--- config.mk ---
export PLATFORM = sky130hd
export DESIGN_NAME = tc_pl_cap_gain_dac_wr
export DESIGN_NICKNAME = d
export VERILOG_FILES = /design/src/rtl/tc_pl_cap_gain_dac_wr.sv
export SDC_FILE = /design/constraint.sdc
export NUM_CORES = 1
export LEC_CHECK = 0
export BUFFER_PORTS_ARGS = -buffer_cell sky130_fd_sc_hd__buf_2
export CORE_MARGIN = 5
export CORE_UTILIZATION = 55
export DETAILED_ROUTE_END_ITERATION = 6
export PLACE_DENSITY_LB_ADDON = 0.15
export SLEW_MARGIN = 10
export SYNTH_ARGS = -nofsm -noshare
export SYNTH_HDL_FRONTEND = slang
export SYNTH_SLANG_ARGS = --single-unit
export TNS_END_PERCENT = 1
--- constraint.sdc ---
create_clock -name clk -period 3.2 [get_ports clk]
set_input_delay 0.64 -clock clk [delete_from_list [all_inputs] [get_ports clk]]
set_output_delay 0.64 -clock clk [all_outputs]
set_load 0.02 [all_outputs]
--- src/rtl/tc_pl_cap_gain_dac_wr.sv ---
// Serial writer for the dual-channel capture-gain DAC: shifts frame A then frame B over SPI,
// strobes LDAC so both channels update together, then reports complete to the gain controller.
`timescale 1ns/1ps
module tc_pl_cap_gain_dac_wr #(
    parameter int DATA_W   = 32,
    parameter int SCLK_DIV = 4,
    parameter int CS_GAP   = 8,
    parameter int LDAC_W   = 4
) (
    input  logic              clk,
    input  logic              rst,
    input  logic              gset_en,
    input  logic [DATA_W-1:0] gset_dacA,
    input  logic [DATA_W-1:0] gset_dacB,
    output logic              gset_adc_cmpt,
    output logic              dac_busy,
    output logic              dac_csn,
    output logic              dac_sclk,
    output logic              dac_sdi,
    output logic              dac_ldacn,
    output logic [2:0]        dbg_state
);

    // Handshake: gset_en is a level request held until gset_adc_cmpt is seen; cmpt stays high
    // until gset_en falls, and gset_en falling before cmpt aborts the request with no cmpt.

    localparam int CNT_MAX = (SCLK_DIV > CS_GAP) ? ((SCLK_DIV > LDAC_W) ? SCLK_DIV : LDAC_W)
                                                 : ((CS_GAP > LDAC_W) ? CS_GAP : LDAC_W);
    localparam int CNT_W = $clog2(CNT_MAX + 1);
    localparam int BIT_W = $clog2(DATA_W);
    localparam logic [CNT_W-1:0] DIV_LAST  = CNT_W'(SCLK_DIV - 1);
    localparam logic [CNT_W-1:0] GAP_LAST  = CNT_W'(CS_GAP - 1);
    localparam logic [CNT_W-1:0] LDAC_LAST = CNT_W'(LDAC_W - 1);
    localparam logic [BIT_W-1:0] BIT_LAST  = BIT_W'(DATA_W - 1);

    typedef enum logic [2:0] {
        S_IDLE    = 3'd0,
        S_SHIFT_A = 3'd1,
        S_GAP_A   = 3'd2,
        S_SHIFT_B = 3'd3,
        S_GAP_B   = 3'd4,
        S_LDAC    = 3'd5,
        S_DONE    = 3'd6
    } state_t;

    state_t            state_q, state_d;
    logic [CNT_W-1:0]  cnt_q, cnt_d;
    logic [BIT_W-1:0]  bit_q, bit_d;
    logic              half_q, half_d;
    logic              abort_q, abort_d;
    logic [DATA_W-1:0] sh_q, sh_d;
    logic [DATA_W-1:0] b_q, b_d;
    logic              csn_q, csn_d;
    logic              sclk_q, sclk_d;
    logic              sdi_q, sdi_d;
    logic              ldacn_q, ldacn_d;
    logic              cmpt_q, cmpt_d;
    logic              busy_q, busy_d;

    logic div_end, bit_last, gap_end, ldac_end, gap_go;

    assign div_end  = (cnt_q == DIV_LAST);
    assign bit_last = (bit_q == BIT_LAST) && half_q;
    assign gap_end  = (cnt_q == GAP_LAST);
    assign ldac_end = (cnt_q == LDAC_LAST);
    assign gap_go   = gap_end && !abort_q && gset_en;

    always_ff @(posedge clk or posedge rst) begin
        if (rst) begin
            state_q <= S_IDLE;
            cnt_q   <= '0;
            bit_q   <= '0;
            half_q  <= 1'b0;
            abort_q <= 1'b0;
            sh_q    <= '0;
            b_q     <= '0;
            csn_q   <= 1'b1;
            sclk_q  <= 1'b0;
            sdi_q   <= 1'b0;
            ldacn_q <= 1'b1;
            cmpt_q  <= 1'b0;
            busy_q  <= 1'b0;
        end else begin
            state_q <= state_d;
            cnt_q   <= cnt_d;
            bit_q   <= bit_d;
            half_q  <= half_d;
            abort_q <= abort_d;
            sh_q    <= sh_d;
            b_q     <= b_d;
            csn_q   <= csn_d;
            sclk_q  <= sclk_d;
            sdi_q   <= sdi_d;
            ldacn_q <= ldacn_d;
            cmpt_q  <= cmpt_d;
            busy_q  <= busy_d;
        end
    end

    always_comb begin
        state_d = state_q;
        cnt_d   = cnt_q;
        bit_d   = bit_q;
        half_d  = half_q;
        abort_d = abort_q;
        sh_d    = sh_q;
        b_d     = b_q;
        case (state_q)
            S_IDLE: begin
                if (gset_en) begin
                    state_d = S_SHIFT_A;
                    sh_d    = gset_dacA;
                    b_d     = gset_dacB;
                    cnt_d   = '0;
                    bit_d   = '0;
                    half_d  = 1'b0;
                    abort_d = 1'b0;
                end
            end
            S_SHIFT_A, S_SHIFT_B: begin
                // A dropped request is remembered so the frame still runs to its end.
                if (!gset_en) abort_d = 1'b1;
                if (div_end) begin
                    cnt_d  = '0;
                    half_d = ~half_q;
                    if (half_q) begin
                        sh_d  = sh_q << 1;
                        bit_d = bit_q + 1'b1;
                        if (bit_last) begin
                            bit_d   = '0;
                            state_d = (state_q == S_SHIFT_A) ? S_GAP_A : S_GAP_B;
                        end
                    end
                end else begin
                    cnt_d = cnt_q + 1'b1;
                end
            end
            S_GAP_A, S_GAP_B: begin
                cnt_d = gap_end ? '0 : cnt_q + 1'b1;
                if (!abort_q && !gset_en) begin
                    state_d = S_IDLE;
                end else if (gap_end) begin
                    if (abort_q)                state_d = S_IDLE;
                    else if (state_q == S_GAP_A) begin
                        state_d = S_SHIFT_B;
                        sh_d    = b_q;
                    end else                    state_d = S_LDAC;
                end
            end
            S_LDAC: begin
                cnt_d = ldac_end ? '0 : cnt_q + 1'b1;
                if (!gset_en)      state_d = S_IDLE;
                else if (ldac_end) state_d = S_DONE;
            end
            S_DONE: begin
                if (!gset_en) state_d = S_IDLE;
            end
            default: state_d = S_IDLE;
        endcase
    end

    always_comb begin
        csn_d   = csn_q;
        sclk_d  = sclk_q;
        sdi_d   = sdi_q;
        ldacn_d = ldacn_q;
        cmpt_d  = cmpt_q;
        case (state_q)
            S_IDLE: begin
                if (gset_en) begin
                    csn_d  = 1'b0;
                    sclk_d = 1'b0;
                    sdi_d  = gset_dacA[DATA_W-1];
                end
            end
            S_SHIFT_A, S_SHIFT_B: begin
                // sdi moves only on the falling SCLK edge, giving SCLK_DIV cycles of setup and hold.
                if (div_end) begin
                    sclk_d = ~half_q;
                    if (half_q) begin
                        if (bit_last) csn_d = 1'b1;
                        else          sdi_d = sh_q[DATA_W-2];
                    end
                end
            end
            S_GAP_A: begin
                if (gap_go) begin
                    csn_d = 1'b0;
                    sdi_d = b_q[DATA_W-1];
                end
            end
            S_GAP_B: begin
                if (gap_go) ldacn_d = 1'b0;
            end
            S_LDAC: begin
                if (!gset_en) begin
                    ldacn_d = 1'b1;
                end else if (ldac_end) begin
                    ldacn_d = 1'b1;
                    cmpt_d  = 1'b1;
                end
            end
            S_DONE: begin
                if (!gset_en) cmpt_d = 1'b0;
            end
            default: ;
        endcase
        busy_d = (state_d != S_IDLE) && (state_d != S_DONE);
    end

    assign gset_adc_cmpt = cmpt_q;
    assign dac_busy      = busy_q;
    assign dac_csn       = csn_q;
    assign dac_sclk      = sclk_q;
    assign dac_sdi       = sdi_q;
    assign dac_ldacn     = ldacn_q;
    assign dbg_state     = state_q;

endmodule

==> results.json, run 1 <==
{
  "status": "complete, no violations",
  "fmax_ghz": 0.421,
  "fillers": 575,
  "grt_max_degree": 63,
  "r2r-start": "dbg_state[0]",
  "timing.critical_path.buf_inv": 1,
  "hold_ws_ns": 0.357,
  "syn2layout_area_growth_pct": 16.3,
  "setup_violations": 0,
  "cp-start-kind": "register",
  "peakVddDrop_uv": 416,
  "seq_area_frac_synth_pct": 52.6,
  "place.detailed.hpwl_mm": 5.89,
  "synthTopCellsByArea": "dfrtp_1 (51%), mux2_2 (9.5%), a22oi_1 (6.0%)",
  "die_x_um": 94.3,
  "via_per_inst": 5.67,
  "numCtsBuffers": 9,
  "detail-route-antenna-nets": 0,
  "crit_chain": "nor3_1 -> a211o_1 -> a221oi_4 -> buf_4 -> nor2_1 -> a31oi_1",
  "syn_nets": 451,
  "r2r_end": "sh_q[10]",
  "num_rows": 30,
  "cp.required_ns": 3.46,
  "die_h_um": 94.3,
  "antenna_found_initial": 0,
  "critical-path-top-delay-family": "flip-flops",
  "cp_max_fo": 62,
  "ctsHtreeMaxLevel": 3,
  "syn_inst": 381,
  "worstSetupPathType": "reg2reg",
  "synth_area_um2": 3900,
  "cts_tree": "built",
  "cp_slowest_cell": "dfrtp_1",
  "overflow": 0,
  "io_buffers": 75,
  "cts_resized": 0,
  "cts_setup_buffers": 0,
  "fin_setup_tns_ns": 0,
  "skew_ns": 0.0121,
  "vias": 3101,
  "place_congestion": 0.812,
  "clk_pin_slew_worst_paths_ns": 0.09,
  "r2r_slack_ns": 0.82,
  "end_kind": "register",
  "wl_mm": 8.57,
  "clk_latency_ns": 0.35,
  "ioPinCount": 76,
  "drc": 0,
  "worst_pin_slew_ns": 0.758,
  "design.core.area_um2": 6870,
  "clkSinkCount": 82,
  "multi_input_area_um2": 1700,
  "fin_crit_ns": 2.38,
  "max_stage_delay_ns": 0.84,
  "finalCritPeriodShare_pct": 74.3,
  "layout.nets": 516,
  "synth_seq_cells": 82,
  "drtIter0Drc": 145,
  "drv_cap": 0,
  "yosysWarnings": 0,
  "drive_gt1_share_pct": 31.0,
  "grt_pass1_wl_mm": 14.6,
  "grt.total_usage_pct": 20.9,
  "synth_cell_type_count": 43,
  "diodes": 0,
  "r2r_cells": 6,
  "wl_per_cell_um": 15.7,
  "fin_cells": 547,
  "dp.cells": 531,
  "avgSynthCellArea_um2": 10.2,
  "die_area_um2": 8880,
  "yosysTopAreaCell": "dfrtp_1",
  "cts_buffer_depth": 2,
  "p_leak_nw": 2.03,
  "cts_hold_buffers": 0,
  "cp-startpoint": "dbg_state[0]",
  "hold_path_class": "in2async",
  "hold_violations": 0,
  "crit_arrival_ns": 2.64,
  "seq_area_um2": 2050,
  "initial_core_util_pct": 56.8,
  "drt-pass1-iter-count": 5,
  "synth_top_area_share_pct": 51.3,
  "p_per_area_nw_per_um2": 720,
  "rsz0062_at_grt": "false",
  "cts_root_buffer": "clkbuf_8",
  "max_slew_margin_pct": 49.4,
  "grt_pass1_vias": 3073,
  "slew_violations": 0
}
power breakdown:
part           switching [mW]  internal (mW)
sequential              0.259           1.39
combinational           0.396          0.449
clock                   0.371          0.407
total                    1.03           2.24
through the flow:
stage               cell area, µm²  setup WS [ns]  power (mW)  utilization, %
floorplan                     3910          0.455        2.30               -
global placement              4340          0.910        2.46            63.2
detailed placement            4340          0.852        2.51            63.2
CTS                           4540          0.853        3.29            66.1
global route                  4540          0.588        3.51            66.1
finish                        4540          0.823        3.27            66.1
flip-flops by register name, summed over array words and instances, names as in the netlist:
| register | flops |
|---|---|
| abort_q | 1 |
| b_q | 32 |
| bit_q | 5 |
| cnt_q | 4 |
| dac_busy | 1 |
| dac_csn | 1 |
| dac_ldacn | 1 |
| dac_sclk | 1 |
| dac_sdi | 1 |
| dbg_state | 3 |
| gset_adc_cmpt | 1 |
| sh_q | 31 |
layout make-up:
type / instances / area share [%]
multi-input cells: 265 / 37.3
inverters: 5 / 0.441
clock buffers: 13 / 3.50
clock inverters: 3 / 1.02
well taps: 96 / 2.64
repair buffers: 83 / 9.86
flip-flops and latches: 82 / 45.2
logic make-up after synthesis:
group	after synthesis	share of synthesized area, %
AND/OR/NAND/NOR	117	13.5
buffers and inverters	34	4.17
XOR/XNOR	3	0.673
multiplexers	33	9.52
adder cells (fa/ha/maj)	3	0.961
AO/OA/AOI/OAI	109	18.6
flip-flops	82	52.6
worst max path at each step:
stage	to	cells past startpoint
CTS	sh_q[4]	6
global route	sh_q[5]	6
detailed placement	sh_q[10]	6
finish	sh_q[10]	6
global placement	sh_q[26]	6
floorplan	abort_q	1
cells in the final DEF (no fill, tap or decap), types with 3 or more instances in the layout:
| cell type | Yosys | routed |
|---|---|---|
| a21oi_1 | 15 | 15 |
| a22oi_1 | 31 | 31 |
| a31oi_1 | 33 | 33 |
| buf_2 | 10 | 75 |
| buf_4 | 0 | 7 |
| clkbuf_8 | 0 | 11 |
| dfrtp_1 | 80 | 80 |
| ha_1 | 3 | 3 |
| inv_1 | 5 | 4 |
| mux2_2 | 33 | 33 |
| nand2_1 | 47 | 47 |
| nand2b_1 | 3 | 3 |
| nand3_1 | 5 | 5 |
| nor2_1 | 40 | 38 |
| nor3_1 | 6 | 6 |
| o21ai_0 | 16 | 16 |
cells in the mapped netlist:
library cell	n
a32o_1	1
and3b_1	1
a221oi_4	1
inv_1	5
nor2b_1	3
nor4b_4	1
xnor2_1	2
xor2_1	1
o22ai_1	2
dfrtp_1	80
and3_1	2
nand2_1	47
or3b_1	1
clkbuf_1	15
nor2_1	40
buf_2	10
nor4_1	1
nor3b_1	1
nand2b_1	3
o21ai_0	16
ha_1	3
buf_1	1
dfstp_2	2
a31o_2	1
a21oi_1	15
a31oi_1	33
buf_6	3
a2bb2oi_1	1
a41oi_1	1
o31a_1	1
nor3_1	6
or4_1	2
o21bai_1	2
or2_2	1
nand3_1	5
nand4_1	1
a22oi_1	31
a21o_1	2
a211o_1	1
o211ai_1	1
or3_1	1
nand3b_1	1
mux2_2	33
layer usage:
layer	part of all wire (%)	GRT usage, %	routed length [µm]	up-vias
met4	1.1	5.90	98	0
met1	45	28.4	3900	1496
met5	0	0	0	-
met2	48	33.0	4080	76
met3	5.7	5.37	491	9
li1	-	-	-	1520
(Power assumes the default switching activity.)
==> run 2: changes to the inputs <==
CORE_UTILIZATION = 50   (was 55)
clock period = 2.1 ns   (was 3.2 ns; I/O delays follow)
==> run 2 against run 1 <==
Net effect:
- clock-buffer cell count is 3 lower
- sequential power grew 51%
- non-clock buffer count rose by 19
- cell area increased by 5.0%
- sequential share of layout area fell by 2.2 points
- core utilization fell by 3.8 points
- register-to-register slack got worse by 0.74 ns
- largest power group unchanged
==> results.json, run 2 (same netlist as run 1, synthesis figures left out) <==
{
  "fin_crit_ns": 2.01,
  "status": "complete, no violations",
  "crit_arrival_ns": 2.28,
  "max_slew_margin_pct": 64.6,
  "drive_gt1_share_pct": 34.7,
  "io_buffers": 75,
  "antenna_found_initial": 0,
  "timing.critical_path.buf_inv": 2,
  "max_stage_delay_ns": 0.43,
  "cts_hold_buffers": 0,
  "initial_core_util_pct": 51.1,
  "drt-pass1-iter-count": 5,
  "critical-path-top-delay-family": "simple AND/OR/NAND/NOR gates",
  "cp.required_ns": 2.36,
  "reg_top3": "b_q (32), sh_q (31), bit_q (5)",
  "fin_setup_tns_ns": 0,
  "ioPinCount": 76,
  "p_per_area_nw_per_um2": 1070,
  "cp_slowest_cell": "or3b_1",
  "peakVddDrop_uv": 502,
  "overflow": 0,
  "design.core.area_um2": 7650,
  "fillers": 652,
  "detail-route-antenna-nets": 0,
  "dpl_worst_slack_ns": 0.0470,
  "clk_latency_ns": 0.35,
  "cp-start-kind": "register",
  "die_area_um2": 9680,
  "final_util_pct": 62.4,
  "wl_per_cell_um": 16.1,
  "cts_root_buffer": "clkbuf_8",
  "clk_pin_slew_worst_paths_ns": 0.08,
  "hold_ws_ns": 0.153,
  "final_cell_mix": "dfrtp_1 (80), buf_2 (75), nand2_1 (47)",
  "hold_path_class": "in2async",
  "cp_max_fo": 12,
  "via_per_inst": 5.64,
  "grt_pass1_vias": 3285,
  "die_x_um": 98.4,
  "num_rows": 32,
  "largest_register": "b_q",
  "skew_ns": 0.0102,
  "setup_slack_ns": 0.0875,
  "diodes": 0,
  "numCtsBuffers": 9,
  "place.detailed.hpwl_mm": 6.22,
  "clkSinkCount": 82,
  "grt_max_degree": 83,
  "ctsHtreeMaxLevel": 3,
  "wl_mm": 9.20,
  "largest_reg_flops": 32,
  "fin_cells": 572,
  "worst_pin_slew_ns": 0.531,
  "grt.total_usage_pct": 19.3,
  "place_congestion": 0.843,
  "die_h_um": 98.4,
  "worstSetupPathType": "reg2reg",
  "vias": 3226,
  "cts_tree": "built",
  "fmax_ghz": 0.497,
  "end_kind": "register",
  "cts_buffer_depth": 2,
  "setup_violations": 0,
  "p_leak_nw": 2.15,
  "hold_violations": 0,
  "drtIter0Drc": 178,
  "drc": 0,
  "final_common_cell": "dfrtp_1",
  "finalCritPeriodShare_pct": 95.8,
  "drv_cap": 0,
  "crit_chain": "ha_2 -> or3b_1 -> a221oi_4 -> buf_4 -> buf_6 -> nor2_1 -> a31oi_1",
  "grt_pass1_wl_mm": 15.4,
  "slew_violations": 0,
  "layout.nets": 535,
  "syn2layout_area_growth_pct": 22.2,
  "dp.cells": 552
}
==> run 2: cell count changes in the layout (fill, tap and decap cells not counted), moves of 2 or more <==
cell / delta
buf_4: +10
buf_12: +4
buf_6: +3
clkbuf_1: -2
clkbuf_4: +2
clkinv_4: +2
==> run 2: power by group <==
| group | internal, mW | total, mW | switching (mW) |
|---|---|---|---|
| logic | 0.758 | 1.42 | 0.660 |
| registers | 2.11 | 2.49 | 0.379 |
| clock network | 0.597 | 1.20 | 0.605 |
==> run 2: routing by layer <==
metal  routed length, µm  track usage [%]
met2                4350             30.6
met3                 607             4.71
met5                   0                0
met4                  92             6.51
met1                4150             26.2
==> run 2: cell type report <==
type	instances	area, µm²	share of cell area (%)
multi-input combinational	265	1700	35.7
clock inverter	6	72.6	1.52
timing repair buffer	102	652	13.7
tap	102	128	2.68
inverter	5	22.5	0.472
clock buffer	10	138	2.88
sequential	82	2050	43.1
==> run 2: worst paths after layout <==
path,from,cells after the start,slack (ns),end
setup / recovery,cnt_q[0],7,0.09,sh_q[8]
hold / removal,rst,3,0.15,b_q[10]
setup reg to reg,cnt_q[0],7,0.09,sh_q[8]
hold reg to reg,bit_q[4],2,0.49,bit_q[4]
max in group asynchronous,rst,3,1.55,dac_csn
min in group clk,gset_dacB[6],2,0.29,b_q[6]
==> run 2: worst min-delay path, cell delays in order <==
cell        delay, ns
buf_2            0.11
clkinvlp_4       0.07
buf_12           0.33
==> run 2: repair_timing <==
item                       4_1_cts  5_1_grt
hold endpoints to repair         0        0
resized for setup                0        8
setup endpoints to repair        0       31
setup buffers                    0        2
==> run 2: through the flow <==
step / total power [mW] / cell area, µm²
2_1_floorplan: 3.51 / 3910
3_3_place_gp: 3.82 / 4520
3_5_place_dp: 3.91 / 4520
4_1_cts: 5.11 / 4730
5_1_grt: 5.48 / 4770
6_report: 5.11 / 4770
